`src/rtl/lwe_encrypt.sv`:
```
// LWE public-key encryptor: sums mask-selected PK rows column-wise mod q, adds the
// plaintext to column 0, then streams the DIMENSION+1 ciphertext entries out.
module lwe_encrypt #(
    parameter int PLAINTEXT_MODULUS  = 64,
    parameter int PLAINTEXT_WIDTH    = 6,
    parameter int CIPHERTEXT_MODULUS = 1024,
    parameter int CIPHERTEXT_WIDTH   = 10,
    parameter int DIMENSION          = 10,
    parameter int DIM_WIDTH          = 4,
    parameter int BIG_N              = 30,
    parameter int ROW_WIDTH          = 5
) (
    input  logic                        clk,
    input  logic                        rst_n,
    input  logic                        start,
    input  logic [PLAINTEXT_WIDTH-1:0]  plaintext,
    input  logic [BIG_N-1:0]            rand_mask,
    output logic                        busy,
    output logic                        pk_rd_en,
    output logic [ROW_WIDTH-1:0]        pk_row_addr,
    output logic [DIM_WIDTH:0]          pk_col_addr,
    input  logic [CIPHERTEXT_WIDTH-1:0] pk_entry,
    output logic                        ct_valid,
    input  logic                        ct_ready,
    output logic [CIPHERTEXT_WIDTH-1:0] ct_entry,
    output logic [DIM_WIDTH:0]          ct_index,
    output logic                        done
);

    // Modular reduction is plain truncation, so both moduli must be powers of two.
    generate
        if (CIPHERTEXT_MODULUS != (1 << CIPHERTEXT_WIDTH) ||
            PLAINTEXT_MODULUS  != (1 << PLAINTEXT_WIDTH)) begin : g_bad_cfg
            $error("lwe_encrypt: moduli must equal 2**width");
        end
    endgenerate

    typedef enum logic [2:0] {IDLE, SCAN, READ, FINAL, OUT} state_t;

    localparam logic [ROW_WIDTH-1:0] LAST_ROW = ROW_WIDTH'(BIG_N);
    localparam logic [DIM_WIDTH:0]   LAST_COL = (DIM_WIDTH+1)'(DIMENSION);

    state_t                                      state;
    logic [PLAINTEXT_WIDTH-1:0]                  pt_q;
    logic [BIG_N-1:0]                            mask_q;
    logic [ROW_WIDTH-1:0]                        row;
    logic [DIM_WIDTH:0]                          out_idx;
    logic                                        rd_vld;
    logic [DIM_WIDTH:0]                          rd_col;
    logic [DIMENSION:0][CIPHERTEXT_WIDTH-1:0]    acc;

    always_ff @(posedge clk) begin
        if (!rst_n) begin
            state       <= IDLE;
            pt_q        <= '0;
            mask_q      <= '0;
            row         <= '0;
            out_idx     <= '0;
            rd_vld      <= 1'b0;
            rd_col      <= '0;
            acc         <= '0;
            pk_rd_en    <= 1'b0;
            pk_row_addr <= '0;
            pk_col_addr <= '0;
            ct_valid    <= 1'b0;
        end else begin
            // Read data lands one cycle after issue, whatever state the FSM is in by then.
            if (rd_vld) begin
                for (int i = 0; i <= DIMENSION; i++) begin
                    if (rd_col == (DIM_WIDTH+1)'(i))
                        acc[i] <= acc[i] + pk_entry;
                end
            end
            rd_vld <= 1'b0;
            rd_col <= '0;

            case (state)
                IDLE: begin
                    if (start) begin
                        pt_q   <= plaintext;
                        mask_q <= rand_mask;
                        acc    <= '0;
                        row    <= '0;
                        state  <= SCAN;
                    end
                end
                SCAN: begin
                    if (row == LAST_ROW) begin
                        state <= FINAL;
                    end else if (mask_q[row]) begin
                        pk_rd_en    <= 1'b1;
                        pk_row_addr <= row;
                        pk_col_addr <= '0;
                        state       <= READ;
                    end else begin
                        row <= row + 1'b1;
                    end
                end
                READ: begin
                    rd_vld <= 1'b1;
                    rd_col <= pk_col_addr;
                    if (pk_col_addr == LAST_COL) begin
                        pk_rd_en    <= 1'b0;
                        pk_row_addr <= '0;
                        pk_col_addr <= '0;
                        row         <= row + 1'b1;
                        state       <= SCAN;
                    end else begin
                        pk_col_addr <= pk_col_addr + 1'b1;
                    end
                end
                FINAL: begin
                    acc[0]   <= acc[0] + {{(CIPHERTEXT_WIDTH-PLAINTEXT_WIDTH){1'b0}}, pt_q};
                    out_idx  <= '0;
                    ct_valid <= 1'b1;
                    state    <= OUT;
                end
                OUT: begin
                    if (ct_ready) begin
                        if (out_idx == LAST_COL) begin
                            ct_valid <= 1'b0;
                            out_idx  <= '0;
                            state    <= IDLE;
                        end else begin
                            out_idx <= out_idx + 1'b1;
                        end
                    end
                end
                default: state <= IDLE;
            endcase
        end
    end

    always_comb begin
        ct_entry = '0;
        for (int i = 0; i <= DIMENSION; i++) begin
            if (ct_valid && out_idx == (DIM_WIDTH+1)'(i))
                ct_entry = acc[i];
        end
    end

    assign busy     = (state != IDLE);
    assign ct_index = out_idx;
    assign done     = ct_valid && ct_ready && (out_idx == LAST_COL);

endmodule

```
`config.mk`:
```
export PLATFORM = sky130hd
export DESIGN_NAME = lwe_encrypt
export DESIGN_NICKNAME = d
export VERILOG_FILES = /design/src/rtl/lwe_encrypt.sv
export SDC_FILE = /design/constraint.sdc
export NUM_CORES = 1
export LEC_CHECK = 0
export ABC_CLOCK_PERIOD_IN_PS = 3400
export BUFFER_PORTS_ARGS = -buffer_cell sky130_fd_sc_hd__buf_2
export CAP_MARGIN = 20
export CORE_MARGIN = 10
export CORE_UTILIZATION = 40
export DETAILED_ROUTE_END_ITERATION = 12
export GPL_ROUTABILITY_DRIVEN = 0
export GPL_TIMING_DRIVEN = 0
export PLACE_DENSITY = 0.54
export SLEW_MARGIN = 20
export SYNTH_ARGS = -nofsm -noshare
export SYNTH_HDL_FRONTEND = slang
export SYNTH_SLANG_ARGS = --single-unit
```
`constraint.sdc`:
```
create_clock -name clk -period 3.4 [get_ports clk]
set_input_delay 0.17 -clock clk [delete_from_list [all_inputs] [get_ports clk]]
set_output_delay 0.17 -clock clk [all_outputs]
set_load 0.05 [all_outputs]
```
Yosys cells after proc, flatten, opt, wreduce, memory -nomap -nowiden. Cells that the tools add are included. Widths: inputs -> output; s select.

Add/sub/neg operators: 15. Magnitude comparators: 1. Eq/ne operators: 34. Multiplexer cells: 59. Reductions and logical operators: 28.

Operator list (count): $mux 10 (22); $mux 110 (2); $add 10x10->10 (11); $mux 100 (1); $mux 5 (12); $eq 5x3->1 const B (8); $eq 5x4->1 const B (7); $pmux 5 s2 (3); $eq 5x2->1 const B (4); $pmux 10 s2 (1); $mux 3 (6); $add 5x1->5 const B (3); $pmux 3 s5 (1); $pmux 5 s3 (1); $ne 2x2->1 const B (7); $logic_and 1x1->1 (13); $add 10x6->10 (1); $eq 5x1->1 const B (2); $logic_not 5->1 (2); $reduce_and 5->1 (2); $mux 1 (7); $eq 3x2->1 const B (2); $lt 5x6->1 const B (1); $reduce_and 2->1 (3); 11 further kinds (15).

Flip-flop bits (word level): 177. Bits of input ports: 50. Logic and storage cells: 159.

Longest topological paths before layout. Gate-level depths: netlist of run 1.

Depth in word-level cells: 13. Depth in mapped cells: 10. Gate-level depth less buffers: 10.

Worst setup path before layout of run 1. Ideal clock, no wire load.

Kind: register to output. Start point: register out_idx[0], in the netlist ct_index[0]. End point: output port ct_entry[0]. Arrival time: 3.712 ns. Data required time: 3.230 ns. Setup slack: -0.482 ns. Stages on the path, launching flop included: 7. Buffers on the path: 1. Path through: dfxtp_1 > inv_1 > ha_1 > clkbuf_1 > o21ai_1 > o21ai_1 > o41ai_1.

Longest elaborated chain between the ends: 13. Elaborated cells on any way between the ends: 33. Classes of those cells: 10 x eq/ne; 11 x mux; 12 x reduce/logical.

RTL lines: start: declaration (RTL line 47) `logic [DIM_WIDTH:0] out_idx;`; start signal: assignment (RTL line 125) `out_idx <= out_idx + 1'b1;`; $logic_not 5->1 (RTL line 137) `if (ct_valid && out_idx == (DIM_WIDTH+1)'(i))`; $logic_and 1x1->1 (RTL line 137); $mux 10 (10 in a row) (RTL line 137); $mux 10 * (RTL line 137); end: declaration (RTL line 25) `output logic [CIPHERTEXT_WIDTH-1:0] ct_entry,`.

Mark *: on every way between the ends. The rest lies on a longest branch, timed or not.

Worst setup path in the final report of run 1.
Start point: register out_idx[4], in the netlist ct_index[4]. End point: output port ct_entry[2].

The elaborated chain is that of the path after synthesis.

==> results.py, run 1 <==
metrics = {
    "timing": {
        "slew_violations": 0,
        "hold_ws_ps": 186,
        "fin_crit_ps": 3340,
        "worst_pin_slew_ps": 1080,
        "final_hold_viol_count": 0,
        "period_share_pct": 98.2,
        "fmax_ghz": 0.299,
        "setup_ws_ps": 60.6,
        "rsz0062_at_grt": "no",
        "max_slew_margin_pct": 27.9,
        "clock_skew_ps": 8.38,
        "setup_viol": 0,
    },
    "route": {
        "ant_nets": 0,
        "routed_wl_mm": 37.2,
        "drc": 0,
        "drtIter0Drc": 823,
        "viasPerCell": 5.60,
        "wl_per_cell_microns": 18.1,
        "drtPass1Iterations": 5,
        "via_count": 11500,
    },
    "worst_setup_path": {
        "cp.arrival_ps": 3170,
        "cp-end-kind": "output pin",
        "crit_slowest_cell": "a222oi_1",
        "critical_path_class": "reg2out",
        "path_max_fanout": 9,
        "crit_path_max_incr_delay_ps": 670,
        "startpoint_type": "flop",
        "worstPathCellList": "nand2b_2, nor2b_2, and2_1, clkbuf_1, a22o_1, a222oi_1, o41ai_1, buf_2",
        "cp.required_ps": 3230,
    },
    "logic_synthesis": {
        "yosysMostFrequentCell": "nand2_1",
        "ys_seq_area_share_pct": 29.6,
        "synth_top_family_by_area": "simple AND/OR/NAND/NOR gates",
        "synth_mux_area_share_pct": 2.19,
        "synth_common_cells": "194 x nand2_1, 177 x dfxtp_1, 155 x nor2_1, 145 x a21oi_1, 113 x ha_1",
        "ys_top_cells_by_area": "dfxtp_1 30%, ha_1 12%, nand2_1 6.1%",
        "synth_top_area_share_pct": 29.6,
        "synthesis.nets": 1699,
        "synth-seq-cells": 177,
        "synth.avg_cell_area_sq_um": 7.87,
        "synth_largest_area_cell": "dfxtp_1",
        "async_flop_share_pct": 0,
        "synth_ff_type": "dfxtp_1",
        "synth_area_sq_mm": 0.0120,
        "synth-simple-area-share_pct": 23.5,
        "syn_inst": 1524,
        "yosys_warnings": 0,
        "synth_compound_area_share_pct": 22.6,
        "synth_xor_area_share_pct": 4.24,
        "ys_types": 69,
        "synth_edf_count": 0,
        "synthAdderAreaFrac_pct": 13.8,
    },
    "floorplanning": {
        "die_y_microns": 193,
        "die_area_sq_mm": 0.0373,
        "start_util_pct": 40.4,
        "die_w_microns": 193,
        "core_sq_mm": 0.0296,
        "ios": 79,
        "rows": 63,
    },
    "placed_design": {
        "port_buffers": 77,
        "dp_slack_ps": 140,
        "dpl.hpwl_mm": 28.2,
        "placed_cell_area_sq_mm": 0.0129,
    },
    "power": {
        "leakage_nw": 5.48,
        "worst_ir_drop_vdd_v": 0.000373,
        "p_sw_mw": 1.62,
        "p_sw_share_pct": 32.0,
        "clkPwrFrac_pct": 39.6,
        "p_int_mw": 3.44,
        "p_seq_share_pct": 43.3,
        "power.density_mw_per_mm2": 363,
        "comb_power_share_pct": 17.1,
    },
    "global_routing": {
        "grt_usage_pct": 20.4,
        "grt_first_pass_wirelength_mm": 60.4,
        "grt_antenna_before_repair": 0,
        "grt_pass1_vias": 11300,
        "grt_start_max_net_pins": 19,
        "gr-total-overflow": 0,
    },
    "finish": {
        "fillCellCount": 3069,
        "diodes": 0,
        "fin_nets": 1827,
        "layout-drive-gt1-share_pct": 9.19,
        "design_area_sq_mm": 0.0139,
        "synthToLayoutAreaGrowth_pct": 16.1,
    },
    "min_path": {
        "hold_class": "in2reg",
    },
    "clock_tree": {
        "ctsHtreeMaxLevel": 4,
        "cts_tree": "yes",
        "cts-root-buf": "clkbuf_16",
        "clk_latency_ps": 450,
        "clockBufferDepth": 2,
        "cts_setup_buffers": 0,
        "cts_inserted_buffers": 17,
        "cts_sinks": 177,
        "clk_pin_slew_ps": 70,
    },
    "run": {
        "drv_cap": 0,
    },
    "run_status": {
        "outcome": "finished clean",
    },
}
## worst paths after layout
check | from | endpoint | slack [ps] | cells after the start
worst min register to register | mask_q[24]$_SDFFE_PN0P_ | mask_q[24]$_SDFFE_PN0P_ | 460 | 2
worst min-delay path | ct_ready | ct_index[1]$_SDFFE_PN0P_ | 190 | 4
worst max register to register | state[1]$_SDFFE_PN0P_ | acc[60]$_SDFF_PN0_ | 550 | 7
worst max-delay path | ct_index[4]$_SDFFE_PN0P_ | ct_entry[2] | 60 | 8
## cells by family after synthesis
group                      Yosys count
xor gates and xnor gates            58
buffers and inverters              128
and+or+nand+nor                    607
DFF                                177
muxes                               19
AOI/OAI and AO/OA                  410
adders and majority gates          125
## critical path, delay by kind of cell, from the launching register on
family / cells / cell delay (ps)
AO/OA/AOI/OAI: 3 / 1200
AND/OR/NAND/NOR: 3 / 570
flip-flops: 1 / 480
buffers and inverters: 2 / 470
## registers in the layout (all words and copies together) (netlist names)
register,flops
ct_valid,1
pk_rd_en,1
row,5
pt_q,6
mask_q,30
acc,110
ct_index,5
rd_vld,1
pk_row_addr,5
rd_col,5
pk_col_addr,5
state,3
## layout make-up
class                           count  area [sq um]  share of cell area [%]
Clock buffer                       18           439                    3.16
Timing Repair Buffer              113           763                    5.48
Sequential cell                   177          3550                    25.5
Multi-Input combinational cell   1219          8060                    57.9
Clock inverter                     14           140                    1.01
Buffer                             64           255                    1.83
Inverter                           60           225                    1.62
Tap cell                          390           488                    3.51
## power by group through the flow
stage                     logic, mW  clock network (mW)  registers (mW)
after CTS                     0.867                2.04            2.19
final                         0.864                2.00            2.19
after detailed placement      0.834                   0            2.24
after global routing          0.968                2.11            2.20
after floorplan               0.541                   0            2.24
after global placement        0.825                   0            2.24
## cell usage in the layout, fill, tap and decap left out, drive strengths merged, types with 48 or more instances in the layout
| cell type | netlist | final |
|---|---|---|
| ha | 113 | 113 |
| inv | 60 | 67 |
| nor2 | 155 | 155 |
| dfxtp | 177 | 177 |
| nor3 | 49 | 49 |
| a21oi | 145 | 145 |
| nand2 | 194 | 194 |
| a21boi | 48 | 48 |
| o21ai | 61 | 61 |
| clkbuf | 54 | 71 |
| buf | 14 | 88 |
| nand3 | 65 | 65 |
## metrics by stage
| stage | TNS [ps] | cells | utilization [%] | total power, mW |
|---|---|---|---|---|
| after floorplan | -3840 | 1524 | - | 2.79 |
| after global placement | 0 | 1991 | 43.4 | 3.06 |
| after detailed placement | 0 | 1991 | 43.4 | 3.07 |
| after CTS | 0 | 2056 | 46.6 | 5.10 |
| after global routing | 0 | 2055 | 47.0 | 5.28 |
| final | 0 | 2055 | 47.0 | 5.05 |
## per-layer routing
| layer | track usage [%] | vias to the layer above | routed length, microns |
|---|---|---|---|
| met4 | 5.24 | 0 | 588 |
| met3 | 3.47 | 39 | 2100 |
| met1 | 27.6 | 5404 | 17800 |
| li1 | - | 5788 | - |
| met5 | 0 | - | 0 |
| met2 | 32.9 | 267 | 16700 |
## repair_timing
item	in CTS	in global routing
gates resized for setup	8	30
endpoints found under the hold margin	36	0
pin swaps	1	4
endpoints found under the setup margin	10	10
hold buffers	36	0
Note: power is estimated with default switching activity, not from simulation.
==> inputs of run 2 (changes only) <==
- CELL_PAD_IN_SITES_DETAIL_PLACEMENT: unset -> 2
- CELL_PAD_IN_SITES_GLOBAL_PLACEMENT: unset -> 2
- CORE_UTILIZATION: 40 -> 37
- PLACE_DENSITY: 0.54 -> 0.78
==> results.py, run 2 (same netlist as run 1, synthesis figures left out) <==
metrics = {
    "run_status": {
        "outcome": "finished clean",
    },
    "timing": {
        "fmax_ghz": 0.303,
        "rsz0062_at_grt": "no",
        "slew_violations": 0,
        "worst_pin_slew_ps": 1040,
        "setup_viol": 0,
        "fin_crit_ps": 3310,
        "clock_skew_ps": 13.2,
        "max_slew_margin_pct": 30.7,
        "final_hold_viol_count": 0,
        "period_share_pct": 97.2,
    },
    "finish": {
        "mostFrequentLayoutCells": "194 x nand2_1, 171 x dfxtp_1, 155 x nor2_1, 145 x a21oi_1, 111 x ha_1",
        "regMostFlops": "acc",
        "final_common_cell": "nand2_1",
        "synthToLayoutAreaGrowth_pct": 17.0,
        "reg_top3": "acc (110), mask_q (30), pt_q (6)",
        "layout-drive-gt1-share_pct": 9.99,
        "fin_nets": 1823,
        "largest_register_ff_count": 110,
        "instances_no_fill": 2097,
    },
    "worst_setup_path": {
        "cp.arrival_ps": 3140,
        "cp-end-kind": "output pin",
        "critical_path_class": "reg2out",
        "ff2ff_setup_slack_ps": 480,
        "path_max_fanout": 9,
        "r2r_cells": 7,
        "cp.required_ps": 3230,
        "reg2reg_to": "acc[21]$_SDFF_PN0_",
        "startpoint_type": "flop",
        "r2r-start": "state[1]$_SDFFE_PN0P_",
    },
    "clock_tree": {
        "cts_tree": "yes",
        "ctsHtreeMaxLevel": 4,
        "cts_inserted_buffers": 17,
        "cts-root-buf": "clkbuf_16",
        "clockBufferDepth": 2,
        "clk_latency_ps": 470,
        "cts_sinks": 177,
        "clk_pin_slew_ps": 70,
    },
    "min_path": {
        "min_from": "rand_mask[14]",
        "min_path_cells": 3,
        "min_to": "mask_q[14]$_SDFFE_PN0P_",
        "hold_class": "in2reg",
    },
    "route": {
        "drc": 0,
        "ant_nets": 0,
        "wl_per_cell_microns": 22.4,
        "viasPerCell": 5.74,
        "drtPass1Iterations": 7,
        "via_count": 12000,
        "drtIter0Drc": 595,
        "routed_wl_mm": 47.0,
    },
    "floorplanning": {
        "core_sq_mm": 0.0318,
        "die_y_microns": 200,
        "die_area_sq_mm": 0.0400,
        "ios": 79,
        "rows": 65,
        "die_w_microns": 200,
        "start_util_pct": 37.7,
    },
    "power": {
        "power_mw": 5.18,
        "p_sw_share_pct": 32.5,
        "p_int_mw": 3.50,
        "p_seq_share_pct": 42.4,
        "worst_ir_drop_vdd_v": 0.000389,
        "power.density_mw_per_mm2": 370,
        "leakage_nw": 5.49,
        "comb_power_share_pct": 17.8,
        "clkPwrFrac_pct": 39.8,
        "p_sw_mw": 1.68,
    },
    "global_routing": {
        "grt_usage_pct": 24.0,
        "gr-total-overflow": 0,
        "grt_antenna_before_repair": 1,
        "grt_first_pass_wirelength_mm": 74.6,
        "grt_pass1_vias": 13200,
        "grt_start_max_net_pins": 18,
    },
    "placed_design": {
        "port_buffers": 77,
        "placed_cells": 2036,
        "dpl.hpwl_mm": 35.1,
    },
    "run": {
        "drv_cap": 0,
    },
}
[run 2: changes by cell type in the layout (fill, tap and decap cells not counted), sizes merged]
cell         change
diode            +1
clkinv           -3
clkbuf           -1
dlygate4sd3      -2
clkinvlp         +2
inv              -1
bufinv           +1
[run 2: critical path, stage by stage (launching register included)]
cell and delay (ps):
dfxtp_2 410, inv_1 120, ha_1 340, and2_2 310, a22o_1 290, a222oi_1 740
o41ai_2 210, clkbuf_4 260
[run 2: what timing repair did]
item,in CTS,in global routing
setup buffers,0,2
hold buffers,34,0
endpoints found under the setup margin,10,9
endpoints found under the hold margin,34,0
resized for setup,24,23
pin swaps,3,3
[run 2: metrics by stage]
| step | instance area [sq um] | hold slack [ps] | worst slack, ps | util, % | setup TNS (ps) |
|---|---|---|---|---|---|
| floorplan | 12000 | 315 | -482 | - | -3840 |
| global placement | 12900 | 424 | -41.0 | 40.6 | -41.0 |
| detailed placement | 12900 | 436 | -173 | 40.6 | -292 |
| CTS | 13900 | 3.86 | 10.7 | 43.8 | 0 |
| global route | 14000 | 39.4 | 0.376 | 44.1 | 0 |
| finish | 14000 | 38.6 | 94.8 | 44.1 | 0 |
[run 2: area by class of cell]
| class | instances | area [sq um] |
|---|---|---|
| antenna | 1 | 2.50 |
| buffer | 59 | 239 |
| clock buffer | 19 | 443 |
| clock inverter | 13 | 146 |
| fill | 3660 | 17800 |
| inverter | 60 | 225 |
| multi-input combinational | 1219 | 8110 |
| sequential | 177 | 3550 |
| tap | 435 | 544 |
| timing repair buffer | 114 | 761 |
[run 2: how the worst max path moves through the flow]
stage                                  start     endpoint
CTS                 ct_index[0]$_SDFFE_PN0P_  ct_entry[6]
floorplan           ct_index[0]$_SDFFE_PN0P_  ct_entry[0]
finish              ct_index[0]$_SDFFE_PN0P_  ct_entry[1]
global placement    ct_index[0]$_SDFFE_PN0P_  ct_entry[9]
detailed placement  ct_index[0]$_SDFFE_PN0P_  ct_entry[9]
global route        ct_index[0]$_SDFFE_PN0P_  ct_entry[0]
[run 2: metal layers]
layer | GRT usage (%) | routed length, microns
met2 | 42.0 | 23000
met5 | 0 | 0
met1 | 29.5 | 21200
met4 | 7.12 | 1070
met3 | 3.82 | 1770
[run 2: power groups by stage]
stage / registers (mW) / logic, mW / clock network (mW)
global placement: 2.24 / 0.833 / 0
finish: 2.20 / 0.923 / 2.06
floorplan: 2.24 / 0.541 / 0
CTS: 2.20 / 0.910 / 2.09
global route: 2.21 / 1.02 / 2.17
detailed placement: 2.24 / 0.869 / 0
==> inputs of run 3 (changes only) <==
- PLACE_DENSITY: 0.78 -> 0.91
==> results.py, run 3 (same netlist as run 1, synthesis figures left out) <==
metrics = {
    "floorplanning": {
        "die_y_microns": 200,
        "ios": 79,
        "start_util_pct": 37.7,
        "die_area_sq_mm": 0.0400,
        "rows": 65,
        "die_w_microns": 200,
        "core_sq_mm": 0.0318,
    },
    "power": {
        "p_seq_share_pct": 41.9,
        "clkPwrFrac_pct": 39.9,
        "p_sw_mw": 1.79,
        "p_int_mw": 3.47,
        "leakage_nw": 5.49,
        "comb_power_share_pct": 18.2,
        "power.density_mw_per_mm2": 375,
        "worst_ir_drop_vdd_v": 0.000379,
        "p_sw_share_pct": 34.1,
    },
    "worst_setup_path": {
        "cp.arrival_ps": 3120,
        "ff2ff_setup_slack_ps": 420,
        "startpoint_type": "flop",
        "cp.required_ps": 3230,
        "reg2reg_to": "acc[31]$_SDFF_PN0_",
        "cp-end-kind": "output pin",
        "path_max_fanout": 10,
        "r2r-start": "state[1]$_SDFFE_PN0P_",
        "critical_path_class": "reg2out",
        "r2r_cells": 7,
    },
    "min_path": {
        "hold_class": "in2reg",
        "min_to": "ct_index[1]$_SDFFE_PN0P_",
        "min_path_cells": 4,
        "min_from": "ct_ready",
    },
    "timing": {
        "period_share_pct": 96.8,
        "rsz0062_at_grt": "no",
        "setup_viol": 0,
        "fin_crit_ps": 3290,
        "worst_pin_slew_ps": 1080,
        "setup_ws_ps": 109,
        "max_slew_margin_pct": 27.2,
        "hold_ws_ps": 236,
        "slew_violations": 0,
        "clock_skew_ps": 16.8,
        "fmax_ghz": 0.304,
        "final_hold_viol_count": 0,
    },
    "global_routing": {
        "grt_first_pass_wirelength_mm": 80.2,
        "grt_start_max_net_pins": 19,
        "grt_antenna_before_repair": 1,
        "gr-total-overflow": 0,
        "grt_pass1_vias": 13900,
        "grt_usage_pct": 25.9,
    },
    "clock_tree": {
        "cts_inserted_buffers": 17,
        "clk_pin_slew_ps": 80,
        "clk_latency_ps": 480,
        "clockBufferDepth": 2,
        "cts_tree": "yes",
        "cts-root-buf": "clkbuf_16",
        "cts_sinks": 177,
        "ctsHtreeMaxLevel": 4,
    },
    "route": {
        "ant_nets": 0,
        "via_count": 12500,
        "drc": 0,
        "wl_per_cell_microns": 24.4,
        "routed_wl_mm": 51.3,
        "viasPerCell": 5.96,
        "drtPass1Iterations": 6,
        "drtIter0Drc": 679,
    },
    "finish": {
        "final_common_cell": "nand2_1",
        "synthToLayoutAreaGrowth_pct": 16.9,
        "layout-drive-gt1-share_pct": 9.68,
        "mostFrequentLayoutCells": "193 x nand2_1, 171 x dfxtp_1, 155 x nor2_1, 145 x a21oi_1, 111 x ha_1",
        "regMostFlops": "acc",
        "instances_no_fill": 2099,
        "reg_top3": "acc (110), mask_q (30), pt_q (6)",
        "fin_nets": 1826,
        "fillCellCount": 3635,
        "largest_register_ff_count": 110,
        "diodes": 0,
        "utilization_pct": 44.1,
    },
    "placed_design": {
        "port_buffers": 77,
        "dp_slack_ps": -34.2,
        "placed_cells": 2036,
        "dpl.hpwl_mm": 36.2,
    },
    "run": {
        "drv_cap": 0,
    },
    "run_status": {
        "outcome": "finished clean",
    },
}
[run 3: metrics by stage]
stage	power [mW]	area (sq um)	setup TNS [ps]
floorplan	2.79	12000	-3840
CTS	5.22	14000	0
finish	5.26	14000	0
detailed placement	3.13	12900	-34.2
global placement	3.06	12900	0
global route	5.44	14000	0
[run 3: power by group through the flow]
stage	registers (mW)	clock network, mW	logic (mW)
global route	2.21	2.19	1.04
detailed placement	2.25	0	0.880
floorplan	2.24	0	0.541
finish	2.20	2.10	0.958
CTS	2.20	2.10	0.926
global placement	2.24	0	0.823
[run 3: repair_timing]
action                                  CTS  global route
resized for setup                        27            22
endpoints found under the setup margin   10            10
hold buffers                             36             0
buffers inserted                          0             2
endpoints found under the hold margin    36             0
pin swaps                                 3             4
[run 3: worst max-delay path by stage]
stage / from / end / slack, ps / cells past startpoint
6_report: ct_index[0]$_SDFFE_PN0P_ / ct_entry[9] / 110 / 7
5_1_grt: ct_index[1]$_SDFFE_PN0P_ / ct_entry[7] / 8 / 9
4_1_cts: ct_index[0]$_SDFFE_PN0P_ / ct_entry[7] / 6 / 9
3_5_place_dp: ct_index[0]$_SDFFE_PN0P_ / ct_entry[9] / -30 / 7
3_3_place_gp: ct_index[0]$_SDFFE_PN0P_ / ct_entry[9] / 60 / 7
2_1_floorplan: ct_index[0]$_SDFFE_PN0P_ / ct_entry[0] / -480 / 6
[run 3: routing by layer]
layer  vias up  track usage, %  part of all wire, %
li1       5755               -                    -
met1      6322            29.2                   41
met2       326            45.9                   50
met3       106            5.78                  5.8
met4         2            11.4                  3.8
met5         -               0                0.025
[run 3: final cells by class]
cell class	count	area (sq um)	share of cell area, %
tap	435	544	3.88
clock buffer	19	453	3.23
timing repair buffer	115	778	5.55
clock inverter	13	139	0.991
multi-input combinational	1219	8070	57.5
sequential	177	3550	25.4
buffer	61	258	1.84
inverter	60	225	1.61
[run 3: critical path: stages (launching register included)]
cell      delay [ps]
dfxtp_2          390
inv_1            100
ha_1             240
clkbuf_4         220
o21ai_4          350
o21ai_1          390
o41ai_2          580
buf_2            350
